==> src/rtl/change_return_unit_pkg.sv <==
// Shared constants and types for the change/credit stage.
// Coin values and item prices live here so the dispenser and this block
// always agree on them.
package change_return_unit_pkg;

  localparam int kNumItems  = 4;
  localparam int kNumCoins  = 3;
  localparam int kTotalBits = 31;

  typedef logic [kTotalBits-1:0] amount_t;
  // One extra bit so that balance + inserted coins can be tested for overflow.
  typedef logic [kTotalBits:0]   wide_amount_t;
  typedef logic [kNumCoins-1:0]  coin_vec_t;
  typedef logic [kNumItems-1:0]  item_vec_t;

  // Ascending order. The coin selector relies on this.
  localparam amount_t COIN_VALUE [kNumCoins] = '{
    amount_t'(100), amount_t'(500), amount_t'(1000)
  };

  localparam amount_t ITEM_PRICE [kNumItems] = '{
    amount_t'(400), amount_t'(500), amount_t'(1000), amount_t'(2000)
  };

  typedef enum logic [1:0] {
    ST_IDLE,
    ST_ACTIVE,
    ST_RETURN
  } state_e;

  // Total value of every coin bit that is set this cycle.
  function automatic wide_amount_t coin_sum(input coin_vec_t coins);
    wide_amount_t sum;
    sum = '0;
    for (int i = 0; i < kNumCoins; i++) begin
      if (coins[i]) sum = sum + {1'b0, COIN_VALUE[i]};
    end
    return sum;
  endfunction

endpackage

==> src/rtl/change_return_unit_if.sv <==
// Front-panel / dispenser side signals of the change return unit.
interface change_return_unit_if;
  import change_return_unit_pkg::*;

  coin_vec_t i_input_coin;
  logic      i_trigger_return;
  amount_t   item_cost;
  amount_t   balance;
  item_vec_t o_available_item;
  coin_vec_t o_return_coin;
  logic      o_busy;

  // The change return unit itself.
  modport slave (
    input  i_input_coin, i_trigger_return, item_cost,
    output balance, o_available_item, o_return_coin, o_busy
  );

  // Whatever drives coins, return requests and sales into the unit.
  modport master (
    output i_input_coin, i_trigger_return, item_cost,
    input  balance, o_available_item, o_return_coin, o_busy
  );

endinterface

==> src/rtl/change_return_unit_coin_selector.sv <==
// Combinational: picks the largest coin that does not exceed the balance.
// Returns a one-hot coin vector and its value; both are zero when the
// balance is below the smallest coin.
module change_return_unit_coin_selector
  import change_return_unit_pkg::*;
(
  input  amount_t   balance,
  output coin_vec_t coin,
  output amount_t   value
);

  // Scan ascending denominations; the last one that fits is the largest.
  always_comb begin
    // NOTE: every output gets a default before the loop so no path leaves it
    // unassigned, which would otherwise infer a latch.
    coin  = '0;
    value = '0;
    for (int i = 0; i < kNumCoins; i++) begin
      if (balance >= COIN_VALUE[i]) begin
        coin    = '0;
        coin[i] = 1'b1;
        value   = COIN_VALUE[i];
      end
    end
  end

endmodule

==> src/rtl/change_return_unit.sv <==
// Balance/credit stage in front of the item dispenser. Accepts coins,
// debits sales, and on request or inactivity pays the balance back as
// change, one coin per cycle, largest denomination first.
module change_return_unit
  import change_return_unit_pkg::*;
#(
  parameter int WAIT_TIME = 10
) (
  input  logic clk,
  input  logic reset,
  change_return_unit_if.slave bus
);

  localparam int TIMER_W = (WAIT_TIME > 0) ? $clog2(WAIT_TIME + 1) : 1;
  localparam logic [TIMER_W-1:0] TIMER_RELOAD = TIMER_W'(WAIT_TIME);

  state_e             state;
  amount_t            balance;
  logic [TIMER_W-1:0] timer;

  wide_amount_t credit;
  wide_amount_t sum_wide;
  amount_t      sum_sat;
  amount_t      balance_next;
  logic         activity;

  coin_vec_t sel_coin;
  amount_t   sel_value;
  item_vec_t available;

  change_return_unit_coin_selector u_coin_selector (
    .balance (balance),
    .coin    (sel_coin),
    .value   (sel_value)
  );

  // Credit/debit arithmetic for ACTIVE: saturating add, clamp-to-zero debit.
  always_comb begin
    credit   = coin_sum(bus.i_input_coin);
    sum_wide = {1'b0, balance} + credit;
    sum_sat  = sum_wide[kTotalBits] ? '1 : sum_wide[kTotalBits-1:0];
    // The dispenser never charges more than the balance; if it does, the
    // customer keeps nothing rather than the counter wrapping.
    balance_next = (bus.item_cost > sum_sat) ? '0 : sum_sat - bus.item_cost;
    activity     = (credit != '0) || (bus.item_cost != '0);
  end

  // Main FSM: state, balance and inactivity timer.
  always_ff @(posedge clk or posedge reset) begin
    // NOTE: all state here uses non-blocking assignments so every register
    // samples the pre-edge values, independent of statement order.
    if (reset) begin
      state   <= ST_IDLE;
      balance <= '0;
      timer   <= TIMER_RELOAD;
    end else begin
      case (state)
        ST_IDLE: begin
          // Return requests are meaningless with nothing to return.
          if (credit != '0) begin
            balance <= credit[kTotalBits-1:0];
            state   <= ST_ACTIVE;
            timer   <= TIMER_RELOAD;
          end
        end

        ST_ACTIVE: begin
          balance <= balance_next;
          if (balance_next == '0) begin
            state <= ST_IDLE;
            timer <= TIMER_RELOAD;
          end else if (bus.i_trigger_return) begin
            state <= ST_RETURN;
            timer <= TIMER_RELOAD;
          end else if (activity) begin
            timer <= TIMER_RELOAD;
          end else if (timer == '0) begin
            state <= ST_RETURN;
            timer <= TIMER_RELOAD;
          end else begin
            timer <= timer - TIMER_W'(1);
          end
        end

        ST_RETURN: begin
          // Coins, sales and return requests are all ignored while paying.
          if (sel_value == '0) begin
            // Either fully paid, or a sub-100 residue that cannot be paid.
            balance <= '0;
            state   <= ST_IDLE;
          end else begin
            balance <= balance - sel_value;
          end
        end

        default: begin
          state   <= ST_IDLE;
          balance <= '0;
          timer   <= TIMER_RELOAD;
        end
      endcase
    end
  end

  // Item availability from the registered balance; nothing is sellable while paying.
  always_comb begin
    available = '0;
    for (int i = 0; i < kNumItems; i++) begin
      available[i] = (state != ST_RETURN) && (balance >= ITEM_PRICE[i]);
    end
  end

  assign bus.balance          = balance;
  assign bus.o_available_item = available;
  assign bus.o_busy           = (state == ST_RETURN);
  assign bus.o_return_coin    = (state == ST_RETURN) ? sel_coin : '0;

endmodule

==> src/flat_wrapper.sv <==
// flat-port wrapper written by rule: the top's interface ports become plain ports
module change_return_unit_flat import change_return_unit_pkg::*;
#(
  parameter int WAIT_TIME = 10
)
  (clk, reset, bus_i_input_coin, bus_i_trigger_return, bus_item_cost, bus_balance, bus_o_available_item, bus_o_return_coin, bus_o_busy);
  change_return_unit_if bus_i ();
  input  logic clk;
  input  logic reset;
  input wire logic [$bits(bus_i.i_input_coin)-1:0] bus_i_input_coin;
  input wire logic [$bits(bus_i.i_trigger_return)-1:0] bus_i_trigger_return;
  input wire logic [$bits(bus_i.item_cost)-1:0] bus_item_cost;
  output wire logic [$bits(bus_i.balance)-1:0] bus_balance;
  output wire logic [$bits(bus_i.o_available_item)-1:0] bus_o_available_item;
  output wire logic [$bits(bus_i.o_return_coin)-1:0] bus_o_return_coin;
  output wire logic [$bits(bus_i.o_busy)-1:0] bus_o_busy;
  assign bus_i.i_input_coin = bus_i_input_coin;
  assign bus_i.i_trigger_return = bus_i_trigger_return;
  assign bus_i.item_cost = bus_item_cost;
  assign bus_balance = bus_i.balance;
  assign bus_o_available_item = bus_i.o_available_item;
  assign bus_o_return_coin = bus_i.o_return_coin;
  assign bus_o_busy = bus_i.o_busy;
  change_return_unit #(.WAIT_TIME(WAIT_TIME)) u_core (.clk(clk), .reset(reset), .bus(bus_i));
endmodule
==> config.mk <==
export PLATFORM = sky130hd
export DESIGN_NAME = change_return_unit_flat
export DESIGN_NICKNAME = d
export VERILOG_FILES = /design/src/rtl/change_return_unit_pkg.sv /design/src/rtl/change_return_unit_if.sv /design/src/rtl/change_return_unit_coin_selector.sv /design/src/rtl/change_return_unit.sv /design/src/flat_wrapper.sv
export SDC_FILE = /design/constraint.sdc
export NUM_CORES = 1
export LEC_CHECK = 0
export CORE_MARGIN = 2
export CORE_UTILIZATION = 45
export DETAILED_ROUTE_END_ITERATION = 10
export PLACE_DENSITY_LB_ADDON = 0.1
export REMOVE_ABC_BUFFERS = 1
export SYNTH_ARGS = -nofsm -noshare
export SYNTH_HDL_FRONTEND = slang
export SYNTH_SLANG_ARGS = --single-unit
==> constraint.sdc <==
create_clock -name clk -period 15.05 [get_ports clk]
set_input_delay 3.01 -clock clk [delete_from_list [all_inputs] [get_ports clk]]
set_output_delay 3.01 -clock clk [all_outputs]
set_load 0.005 [all_outputs]
After elaboration in Yosys (flattened, before gate mapping)

Cells that the tools add are included.

Register bits after elaboration: 37
Output and inout port bits: 39
Word-level logic and storage cells: 64
Bits of input ports: 37

Equality and inequality tests: 7
Magnitude comparators: 6
Muxes and demuxes: 28
Bitwise gates (word level): 1
Add/subtract/negate cells: 6
Reduce and logical (&&, ||, !) cells: 13

Operator list:

| kind                                                                | number |
|---|---|
| 2-to-1 mux 31 bit                                                   | 6 |
| one-hot mux 31 bit (3 select lines)                                 | 1 |
| 2-to-1 mux 32 bit                                                   | 2 |
| greater-or-equal comparator 31 x 9 -> 1 bit, second input constant  | 2 |
| zero test 31 bit                                                    | 2 |
| subtractor 31 bit                                                   | 2 |
| adder 31 x 32 -> 32 bit                                             | 1 |
| adder 32 x 10 -> 32 bit, second input constant                      | 1 |
| nonzero test 32 bit                                                 | 1 |
| greater-or-equal comparator 31 x 10 -> 1 bit, second input constant | 1 |
| greater-or-equal comparator 31 x 11 -> 1 bit, second input constant | 1 |
| greater-or-equal comparator 31 x 7 -> 1 bit, second input constant  | 1 |
| > comparator 31 bit                                                 | 1 |
| nonzero test 31 bit                                                 | 1 |
| 2-to-1 mux 4 bit                                                    | 5 |
| 2-to-1 mux 7 bit                                                    | 2 |
| 2-to-1 mux 2 bit                                                    | 6 |
| one-hot mux 4 bit (3 select lines)                                  | 1 |
| adder 7 x 9 -> 10 bit, second input constant                        | 1 |
| 2-to-1 mux 3 bit                                                    | 3 |
| one-hot mux 2 bit (3 select lines)                                  | 1 |
| logical AND 1 bit                                                   | 4 |
| zero test 4 bit                                                     | 1 |
| inequality test 2 x 1 -> 1 bit, second input constant               | 2 |
| 12 further kinds                                                    | 12 |

Logic depth before layout (Yosys ltp)

Gate-level depths: netlist of the first run.

Word-level depth: 12
Depth in mapped cells: 29

By module

Synthesis of the first run repeated with hierarchy kept, for this count alone.

Cells, all modules: 875
Area, all modules: 6,465.0 µm²

By module, submodules not included:

| module                           | instances | area an instance (µm²) | cells an instance |
|---|---|---|---|
| change_return_unit               | 1         | 6,070.8                | 823 |
| change_return_unit_coin_selector | 1         | 394.1                  | 52 |

Worst setup path after synthesis of the first run

OpenSTA, ideal clock, no wires.

Path type: in2reg
Start: input port bus_i_input_coin[2]
End: register u_core.state[0]
Setup slack: 6.219 ns
Stages on the path: 27
Buffers on the path: 4
Arrival time: 8.705 ns
Data required time: 14.924 ns
Cell sequence: clkbuf_1 > xor2_1 > ha_1 > a21o_1 > a21oi_1 > o21ai_0 > a21oi_1 > o21ai_0 > a21oi_1 > o21ai_0 > and2_1 > clkbuf_1 > nand2_1 > clkbuf_1 > o21ai_0 > ha_1 > buf_6 > a21o_4 > a21oi_4 > a211oi_2 > o21a_4 > o211a_1 > or3_4 > a2111o_1 > or4_4 > o21ai_2 > o22ai_1

Longest elaborated chain between the ends: 8
Elaborated cells between the ends (all ways): 15

RTL lines:

| element                                                                                           | RTL line                     | text |
|---|---|---|
| start, declared                                                                                   | flat_wrapper.sv:10           | `input wire logic [$bits(bus_i.i_input_coin)-1:0] bus_i_input_coin;` |
| 2-to-1 mux 32 bit *                                                                               | change_return_unit_pkg.sv:36 | `if (coins[i]) sum = sum + {1'b0, COIN_VALUE[i]};` |
| adder 31 x 32 -> 32 bit                                                                           | change_return_unit.sv:40     | `sum_wide = {1'b0, balance} + credit;` |
| 2-to-1 mux 31 bit                                                                                 | change_return_unit.sv:41     | `sum_sat = sum_wide[kTotalBits] ? '1 : sum_wide[kTotalBits-1:0];` |
| subtractor 31 bit / > comparator 31 bit (equally long branches)                                   | change_return_unit.sv:44     | `balance_next = (bus.item_cost > sum_sat) ? '0 : sum_sat - bus.item_cost;` |
| 2-to-1 mux 31 bit                                                                                 | change_return_unit.sv:44     |  |
| zero test 31 bit                                                                                  | change_return_unit.sv:69     | `if (balance_next == '0) begin` |
| inequality test 4 bit (no source line) (tied with other cells)                                    | --                           |  |
| AND reduction 4 bit (no source line) / one-hot mux 2 bit (3 select lines) (equally long branches) | --                           |  |
| end signal, assigned                                                                              | change_return_unit.sv:53     | `state <= ST_IDLE;` |
| end signal, assigned                                                                              | change_return_unit.sv:70     | `state <= ST_IDLE;` |
| end signal, assigned                                                                              | change_return_unit.sv:73     | `state <= ST_RETURN;` |
| end, declared                                                                                     | change_return_unit.sv:17     | `state_e state;` |

Mark *: on every way between the ends. The rest lies on a longest branch, timed or not.
A chain may end at the register's enable or synchronous reset.

Worst setup path after layout of the first run

Start: input port bus_i_input_coin[1]
End: register u_core.timer[2]

Longest elaborated chain between the ends: 10
Elaborated cells between the ends (all ways): 17

RTL lines:

| element                                                         | RTL line                     | text |
|---|---|---|
| 2-to-1 mux 32 bit *                                             | change_return_unit_pkg.sv:36 |  |
| adder 32 x 10 -> 32 bit                                         | change_return_unit_pkg.sv:36 |  |
| 2-to-1 mux 32 bit *                                             | change_return_unit_pkg.sv:36 |  |
| adder 31 x 32 -> 32 bit                                         | change_return_unit.sv:40     |  |
| 2-to-1 mux 31 bit                                               | change_return_unit.sv:41     |  |
| subtractor 31 bit / > comparator 31 bit (equally long branches) | change_return_unit.sv:44     |  |
| 2-to-1 mux 31 bit                                               | change_return_unit.sv:44     |  |
| zero test 31 bit                                                | change_return_unit.sv:69     |  |
| 2-to-1 mux 4 bit                                                | change_return_unit.sv:69     |  |
| one-hot mux 4 bit (3 select lines)                              | change_return_unit.sv:57     | `case (state)` |
| end signal, assigned                                            | change_return_unit.sv:81     | `timer <= timer - TIMER_W'(1);` |
| end, declared                                                   | change_return_unit.sv:19     | `logic [TIMER_W-1:0] timer;` |

Marked as above.

==> flow_summary.toml, run 1 <==
[placement]
gp_congestion = 0.967
dp_cells = 1079
hpwl_um = 17500
io_buffers = 75

[global_route]
grt_usage_pct = 29.5
grt_overflow = 0
grt_pass1_wl_um = 34400
first_global_vias = 6380
grt_max_degree = 38
antenna_found_initial = 0

[routing]
vias = 6992
viasPerCell = 6.43
first_pass_iters = 5
ant_nets = 0
drc = 0
drt-total-wl_um = 22000
first_iter_violations = 658
wire_per_inst_um = 20.2

[yosys]
post_synth_num_cell_types = 90
synth_edf_count = 0
netlist_area_um2 = 6230
synth_area_leaders = "dfrtp_1 14%, ha_1 11%, o21ai_0 5.9%"
synth_seq_cells = 37
synth_top_area_share_pct = 14.0
ys.flop_type = "dfrtp_1"
seq_area_frac_synth_pct = 14.9
syn_area_per_cell_um2 = 7.20
ys_async_sr_fraction_pct = 100
yosys_warnings = 0
yosys.area.top_type = "dfrtp_1"
ys_top_cells_by_count = "84 x nand2_1, 73 x o21ai_0, 68 x nor2_1, 66 x a21oi_1, 64 x inv_1"
synthCells = 866
yosysMostFrequentCell = "nand2_1"

[timing]
hold_violations = 0
finalSetupTns_ns = 0
max_freq_mhz = 93.1
relSlewSlack_pct = 12.6
worst_pin_slew_ns = 1.28
timing.final.max_slew_violations = 0
clock-skew-final_ns = 0.00301
finalSetupViolations = 0
period_share_pct = 71.4
rsz0062_at_grt = "no"
min_period_ns = 10.74

[clocking]
cts_tree = "yes"
cts-root-buf = "clkbuf_16"
cts_buffer_depth = 2
cts_resized = 0
htreeDepth = 2
cts_buffers = 5
postCtsSetupRepairBufs = 0
cts.sinks = 37
clk_pin_slew_ns = 0.06
cts_hold_buffers = 0
clk_latency_ns = 0.29

[worst_setup_path]
setup.worst_path.start_class = "input port"
worstPathRequired_ns = 15.23
cp_max_fo = 24
crit_type = "in2reg"
end_kind = "flip-flop"
cp_data_arrival_time_ns = 10.92

[power_and_ir_drop]
p_leak_nw = 3.21
power_density_nw_per_um2 = 82.5
ir_drop_mv = 0.0461

[run]
max_cap_violations = 0

[floorplan]
start_util_pct = 45.4
die_x_um = 122
pin_count = 76
dieArea_um2 = 14800
row_count = 43
chipHeight_um = 122
coreArea_um2 = 13700

[finish]
drive_gt1_share_pct = 5.62
utilization_pct = 52.4
area_growth_pct = 15.3
fin_nets = 999
num_antenna_cells = 0
fin_cells = 1087

[min_path]
hp-class = "reg2reg"

[run_status]
status = "finished, final reports clean"
-- worst paths after layout --
check / depth (start not counted) / slack [ns] / to / startpoint
setup / recovery: 25 / 4.31 / u_core.timer[2] / bus_i_input_coin[1]
hold / removal: 2 / 0.52 / u_core.timer[1] / u_core.timer[1]
setup reg to reg: 22 / 7.51 / u_core.timer[2] / u_core.bus.balance[3]
hold reg to reg: 2 / 0.52 / u_core.timer[1] / u_core.timer[1]
max in group asynchronous: 3 / 11.56 / u_core.timer[3] / reset
min in group asynchronous: 3 / 3.14 / u_core.bus.balance[21] / reset
-- metrics by stage --
stage               power [mW]  area (um2)  hold slack (ns)  worst slack, ns
detailed placement       0.459        7020            0.516             4.25
floorplan                0.357        6000            0.488             6.27
finish                   0.593        7190            0.524             4.31
global route             0.629        7190            0.587             3.89
CTS                      0.586        7190            0.526             4.48
global placement         0.452        7020            0.511             4.56
-- final cells by class --
type | count | area [um2]
repair buffers | 80 | 788
clock buffers | 5 | 125
multi-input cells | 718 | 4840
inverters | 64 | 240
clock inverters | 3 | 46.3
flip-flops and latches | 37 | 928
well taps | 180 | 225
fillers | 1408 | 6530
-- worst max-delay path, stage by stage --
cell	delay, ns
clkdlybuf4s50_1	0.50
ha_1	0.21
xor2_1	0.31
ha_1	0.30
a21o_1	0.15
a21oi_1	0.24
o21ai_0	0.11
a21oi_1	0.21
o21ai_0	0.11
a21oi_1	0.32
o21ai_0	0.39
and2_1	0.36
nand2_1	0.60
o21ai_0	0.35
ha_1	0.49
and2_0	0.34
nand2_1	0.16
a211oi_1	0.60
nor2_1	0.19
o211ai_1	0.44
nand4b_1	0.20
a2111o_1	0.39
nor4_2	0.45
nor2_1	0.18
a41o_1	0.27
-- cells in the final DEF (no fill, tap or decap), types with 9 or more instances in the layout --
| cell | netlist | final |
|---|---|---|
| nor3_1 | 25 | 25 |
| a21o_1 | 17 | 17 |
| dfrtp_1 | 35 | 35 |
| nor2_1 | 68 | 68 |
| nand2_1 | 84 | 84 |
| nor2b_1 | 12 | 12 |
| a21oi_1 | 66 | 66 |
| xor2_1 | 19 | 19 |
| o221ai_1 | 16 | 16 |
| clkdlybuf4s50_1 | 0 | 75 |
| ha_1 | 53 | 53 |
| or2_2 | 9 | 9 |
| xnor2_1 | 17 | 17 |
| nor4_1 | 14 | 14 |
| and2_1 | 10 | 10 |
| nand3_1 | 22 | 22 |
| o21ai_0 | 73 | 73 |
| o211ai_1 | 11 | 11 |
| inv_1 | 64 | 64 |
| nand4_1 | 16 | 16 |
| or3_1 | 15 | 15 |
-- flip-flops by register name, summed over array words and instances, names as in the netlist --
signal	cells
u_core.bus.balance	31
u_core.state	2
u_core.timer	4
-- cells by family after synthesis --
kind of cell    Yosys count  share of synthesized area (%)
flops                    37                           14.9
compound gates          293                           32.0
fa+ha+maj                56                           11.6
mux                       7                           1.20
buf+inv                 111                           7.55
simple gates            326                           27.7
xor+xnor                 36                           5.06
-- per-layer routing --
metal / vias up / GRT usage [%] / wire length [um]
met5: - / 0 / 0
met4: 0 / 5.96 / 373
met3: 38 / 1.78 / 1550
met2: 344 / 48.0 / 10100
met1: 3311 / 43.4 / 9980
li1: 3299 / - / -
-- power breakdown --
| part | internal [mW] | switching (mW) |
|---|---|---|
| clock network | 0.0785 | 0.0467 |
| registers | 0.104 | 0.0102 |
| logic | 0.138 | 0.216 |
No activity file was read; power rests on OpenSTA's default activity.
==> inputs of run 2 (changes only) <==
==> constraint.sdc (replaced) <==
create_clock -name clk -period 9.1 [get_ports clk]
set_input_delay 1.82 -clock clk [delete_from_list [all_inputs] [get_ports clk]]
set_output_delay 1.82 -clock clk [all_outputs]
set_load 0.005 [all_outputs]
==> run 2 against run 1 <==
- final cell count increased by 0.46%
- clock skew increased by 0.0039 ns
- via count decreased by 0.37%
- clock-buffer cell count unchanged
- first-iteration DRC count increased by 7.6%
- utilization increased by 0.57 points
- largest cell class unchanged
- sequential share of layout area decreased by 0.14 points
- worst hold slack improved by 0.019 ns
- clock power increased by 89%
==> flow_summary.toml, run 2 (synthesis gave the netlist of run 1 again) <==
[finish]
mostFrequentLayoutCells = "84 x nand2_1, 75 x clkdlybuf4s50_1, 73 x o21ai_0"
regArea_um2 = 928
fin_nets = 1004
fill_cells = 1297
num_antenna_cells = 0
largest_reg_flops = 31
final_common_cell = "nand2_1"
utilization_pct = 53.0
multi_input_area_um2 = 4850
area_growth_pct = 16.6
drive_gt1_share_pct = 6.47
reg_top3 = "u_core.bus.balance (31), u_core.timer (4), u_core.state (2)"
regMostFlops = "u_core.bus.balance"

[timing]
rsz0062_at_grt = "no"
finalSetupViolations = 0
timing.final.ws_setup_ns = 0.438
min_period_ns = 8.66
hold_violations = 0
worst_pin_slew_ns = 1.09
relSlewSlack_pct = 27.4
period_share_pct = 95.2
finalSetupTns_ns = 0
max_freq_mhz = 115
timing.final.max_slew_violations = 0
clock-skew-final_ns = 0.00690

[routing]
viasPerCell = 6.38
wire_per_inst_um = 20.6
drt-total-wl_um = 22500
vias = 6966
drc = 0
first_pass_iters = 5
first_iter_violations = 708
ant_nets = 0

[worst_setup_path]
cp_max_fo = 12
cp_data_arrival_time_ns = 8.84
end_kind = "flip-flop"
worstPathRequired_ns = 9.28
crit_type = "in2reg"
setup.worst_path.start_class = "input port"

[power_and_ir_drop]
p_int_uw = 559
ir_drop_mv = 0.105
p_seq_share_pct = 18.5
swShare_pct = 45.3
power.share.clock_pct = 23.1
p_leak_nw = 3.25
power_frac_comb_pct = 58.5
power_density_nw_per_um2 = 141
total_power_mw = 1.02
p_sw_uw = 462

[global_route]
grt_max_degree = 38
grt_overflow = 0
antenna_found_initial = 0
grt_usage_pct = 30.1
first_global_vias = 6418
grt_pass1_wl_um = 34800

[clocking]
cts-root-buf = "clkbuf_16"
cts_buffers = 5
cts.sinks = 37
clk_latency_ns = 0.29
htreeDepth = 2
cts_tree = "yes"
cts_hold_buffers = 0
postCtsSetupRepairBufs = 0
clk_pin_slew_ns = 0.07
cts_buffer_depth = 2

[floorplan]
row_count = 43
pin_count = 76
die_x_um = 122
chipHeight_um = 122
dieArea_um2 = 14800
start_util_pct = 45.4
coreArea_um2 = 13700

[run]
max_cap_violations = 0

[min_path]
hp-class = "reg2reg"

[placement]
io_buffers = 75
preCtsSetupSlack_ns = 0.00389
hpwl_um = 18000
gp_congestion = 0.965

[run_status]
status = "finished, final reports clean"
-- run 2: changes by cell type in the layout (fill, tap and decap cells not counted), sizes merged --
cell / previous run / this run
buf: 5 / 10
bufinv: 1 / 2
clkinv: 1 / 0
clkinvlp: 1 / 0
inv: 64 / 65
-- run 2: area by class of cell --
type                            count  share of cell area (%)
Multi-Input combinational cell    718                    66.8
Clock inverter                      3                   0.947
Timing Repair Buffer               85                    11.4
Inverter                           64                    3.31
Sequential cell                    37                    12.8
Tap cell                          180                    3.10
Clock buffer                        5                    1.72
-- run 2: metal layers --
layer,vias up,track usage (%),share of wire (%)
li1,3313,-,-
met1,3302,43.7,45
met2,319,48.2,46
met3,32,2.57,7.8
met4,0,7.33,2.0
met5,-,0,0
-- run 2: worst paths after layout --
kind / from / endpoint / slack (ns) / cells past startpoint
worst max-delay path: bus_i_input_coin[1] / u_core.timer[2] / 0.44 / 25
worst min-delay path: u_core.timer[1] / u_core.timer[1] / 0.54 / 2
worst max register to register: u_core.bus.balance[3] / u_core.timer[2] / 2.40 / 22
worst min register to register: u_core.timer[1] / u_core.timer[1] / 0.54 / 2
max in group asynchronous: reset / u_core.timer[1] / 6.78 / 3
min in group asynchronous: reset / u_core.bus.balance[30] / 1.94 / 3
-- run 2: worst max-delay path: stages --
cell	delay (ns)
clkdlybuf4s50_1	0.51
inv_1	0.09
ha_1	0.36
mux2_2	0.31
ha_1	0.30
inv_1	0.10
o21ai_0	0.09
a21oi_1	0.22
o21ai_0	0.11
a21oi_1	0.30
o21ai_0	0.35
and2_1	0.26
nand2_1	0.32
o21ai_0	0.22
ha_1	0.46
a21o_4	0.30
a21o_2	0.22
o21ai_0	0.34
a211oi_1	0.24
nor4_2	0.45
or4bb_1	0.52
a21o_1	0.18
nor4_2	0.33
nor2_1	0.17
a41o_1	0.28
-- run 2: power by group through the flow --
| stage | sequential [mW] | clock [mW] | combinational [mW] |
|---|---|---|---|
| detailed placement | 0.191 | 0 | 0.575 |
| floorplan | 0.187 | 0 | 0.404 |
| global route | 0.190 | 0.242 | 0.651 |
| CTS | 0.188 | 0.237 | 0.579 |
| finish | 0.189 | 0.236 | 0.597 |
| global placement | 0.190 | 0 | 0.571 |
-- run 2: timing repair --
| action | in CTS | in global routing |
|---|---|---|
| endpoints found under the setup margin | 0 | 6 |
| endpoints found under the hold margin | 0 | 0 |
| resized for setup | 0 | 4 |
-- run 2: through the flow --
stage / hold WS, ns / cell area (um2) / instances
3_5_place_dp: 0.528 / 7060 / 1084
6_report: 0.543 / 7270 / 1092
2_1_floorplan: 0.488 / 6000 / 819
3_3_place_gp: 0.515 / 7060 / 1084
4_1_cts: 0.538 / 7250 / 1092
5_1_grt: 0.565 / 7270 / 1092
==> inputs of run 3 (changes only) <==
--- a/config.mk
+++ b/config.mk
@@ -8,8 +8,9 @@
 export CORE_MARGIN = 2
 export CORE_UTILIZATION = 45
 export DETAILED_ROUTE_END_ITERATION = 10
-export PLACE_DENSITY_LB_ADDON = 0.1
+export PLACE_DENSITY = 0.69
 export REMOVE_ABC_BUFFERS = 1
+export SLEW_MARGIN = 20
 export SYNTH_ARGS = -nofsm -noshare
 export SYNTH_HDL_FRONTEND = slang
 export SYNTH_SLANG_ARGS = --single-unit
==> run 3 against run 2 <==
- final cell count fell by 0.18%
- largest power group unchanged
- via count fell by 1.4%
- wire length fell by 9.2%
- total power fell by 5.0%
- maximum frequency rose by 1.7%
- die area did not move
- highest routed layer unchanged
- first-iteration DRC count rose by 12%
- utilization fell by 0.36 points
- setup slack improved by 0.15 ns
==> flow_summary.toml, run 3 (synthesis gave the netlist of run 1 again) <==
[run_status]
status = "finished, final reports clean"

[worst_setup_path]
worstPathRequired_ns = 9.28
r2r_start = "u_core.bus.balance[3]"
critical_path.max_stage_delay_ns = 0.52
crit_type = "in2reg"
r2r-end = "u_core.timer[2]"
setup.worst_path.start_class = "input port"
cp_data_arrival_time_ns = 8.70
end_kind = "flip-flop"
critPathSlowestCell = "or4bb_1"
reg2regPathDepth = 23
cp_common_cell = "o21ai_0"
rrSetupSlack_ns = 2.52
worstSetupStartpoint = "bus_i_input_coin[1]"
cp_max_fo = 12

[clocking]
clk_pin_slew_ns = 0.06
postCtsSetupRepairBufs = 0
cts_resized = 0
clk_latency_ns = 0.29
cts_tree = "yes"
cts.sinks = 37
cts_hold_buffers = 0
htreeDepth = 2
cts_buffer_depth = 2
cts-root-buf = "clkbuf_16"
cts_buffers = 5

[min_path]
min_from = "u_core.timer[1]"
min_delay_path_depth = 2
hp-class = "reg2reg"
min_to = "u_core.timer[1]"

[finish]
stdcell_area_um2 = 7220
largest_reg_flops = 31
regMostFlops = "u_core.bus.balance"
fin_cells = 1090
fill_cells = 1378
reg_top3 = "u_core.bus.balance (31), u_core.timer (4), u_core.state (2)"
drive_gt1_share_pct = 6.04
final_common_cell = "nand2_1"
fin_nets = 1002
utilization_pct = 52.6
mostFrequentLayoutCells = "84 x nand2_1, 75 x clkdlybuf4s50_1, 73 x o21ai_0"
area_growth_pct = 15.8
num_antenna_cells = 0

[routing]
viasPerCell = 6.30
drt-total-wl_um = 20400
first_pass_iters = 5
wire_per_inst_um = 18.8
drc = 0
first_iter_violations = 790
ant_nets = 0
vias = 6865

[timing]
timing.hold.ws_ns = 0.525
min_period_ns = 8.51
hold_violations = 0
timing.final.ws_setup_ns = 0.585
rsz0062_at_grt = "no"
clock-skew-final_ns = 0.00421
finalSetupViolations = 0
finalSetupTns_ns = 0
period_share_pct = 93.6
timing.final.max_slew_violations = 0
max_freq_mhz = 117
worst_pin_slew_ns = 1.14
relSlewSlack_pct = 23.0

[global_route]
grt_overflow = 0
first_global_vias = 6188
grt_pass1_wl_um = 32800
grt_usage_pct = 27.7
antenna_found_initial = 0
grt_max_degree = 38

[placement]
hpwl_um = 16200
io_buffers = 75
gp_congestion = 0.974
dp_cells = 1082
place_area_um2 = 7040
preCtsSetupSlack_ns = 0.456

[floorplan]
coreArea_um2 = 13700
row_count = 43
die_x_um = 122
chipHeight_um = 122
pin_count = 76
dieArea_um2 = 14800
start_util_pct = 45.4

[power_and_ir_drop]
power_density_nw_per_um2 = 135
power.share.clock_pct = 21.7
ir_drop_mv = 0.0867
total_power_uw = 971
power_frac_comb_pct = 58.9
p_seq_share_pct = 19.4
p_leak_nw = 3.23
p_int_uw = 536
swShare_pct = 44.8
p_sw_uw = 435

[run]
max_cap_violations = 0
## run 3: changes by cell type in the layout (fill, tap and decap cells not counted), sizes merged
cell	change
buf	-2
clkbuf	+1
clkinvlp	+1
inv	-1
bufinv	-1
## run 3: worst max-delay path by stage
stage               slack (ns)               to  cells after the start
floorplan                 1.51  u_core.state[0]                     24
global placement          0.51  u_core.timer[2]                     26
detailed placement        0.46  u_core.timer[2]                     26
CTS                       0.69  u_core.timer[2]                     26
global route              0.08  u_core.timer[2]                     26
finish                    0.59  u_core.timer[2]                     26
## run 3: power groups by stage
stage | clock, mW | sequential, mW | combinational, mW
finish | 0.211 | 0.188 | 0.572
detailed placement | 0 | 0.191 | 0.554
CTS | 0.211 | 0.188 | 0.560
floorplan | 0 | 0.187 | 0.404
global placement | 0 | 0.191 | 0.552
global route | 0.218 | 0.189 | 0.630
## run 3: per-layer routing
layer  global-route usage (%)  share of wire, %  vias up
met3                     2.29               7.6       25
met1                     40.8                46     3196
met2                     44.3                45      334
met4                     5.68               1.5        0
li1                         -                 -     3310
met5                        0                 0        -
## run 3: final cells by class
class	instances	area, um2	share of cell area (%)
Clock buffer	6	139	1.92
Clock inverter	2	37.5	0.520
Inverter	64	240	3.33
Multi-Input combinational cell	718	4840	67.0
Sequential cell	37	928	12.9
Tap cell	180	225	3.12
Timing Repair Buffer	83	811	11.2
## run 3: critical path, delay by kind of cell
| family | cells | cell delay, ns |
|---|---|---|
| AO/OA/AOI/OAI | 12 | 2.70 |
| adder cells (fa/ha/maj) | 3 | 1.09 |
| buffers and inverters | 4 | 0.86 |
| multiplexers | 1 | 0.30 |
| AND/OR/NAND/NOR | 6 | 1.93 |
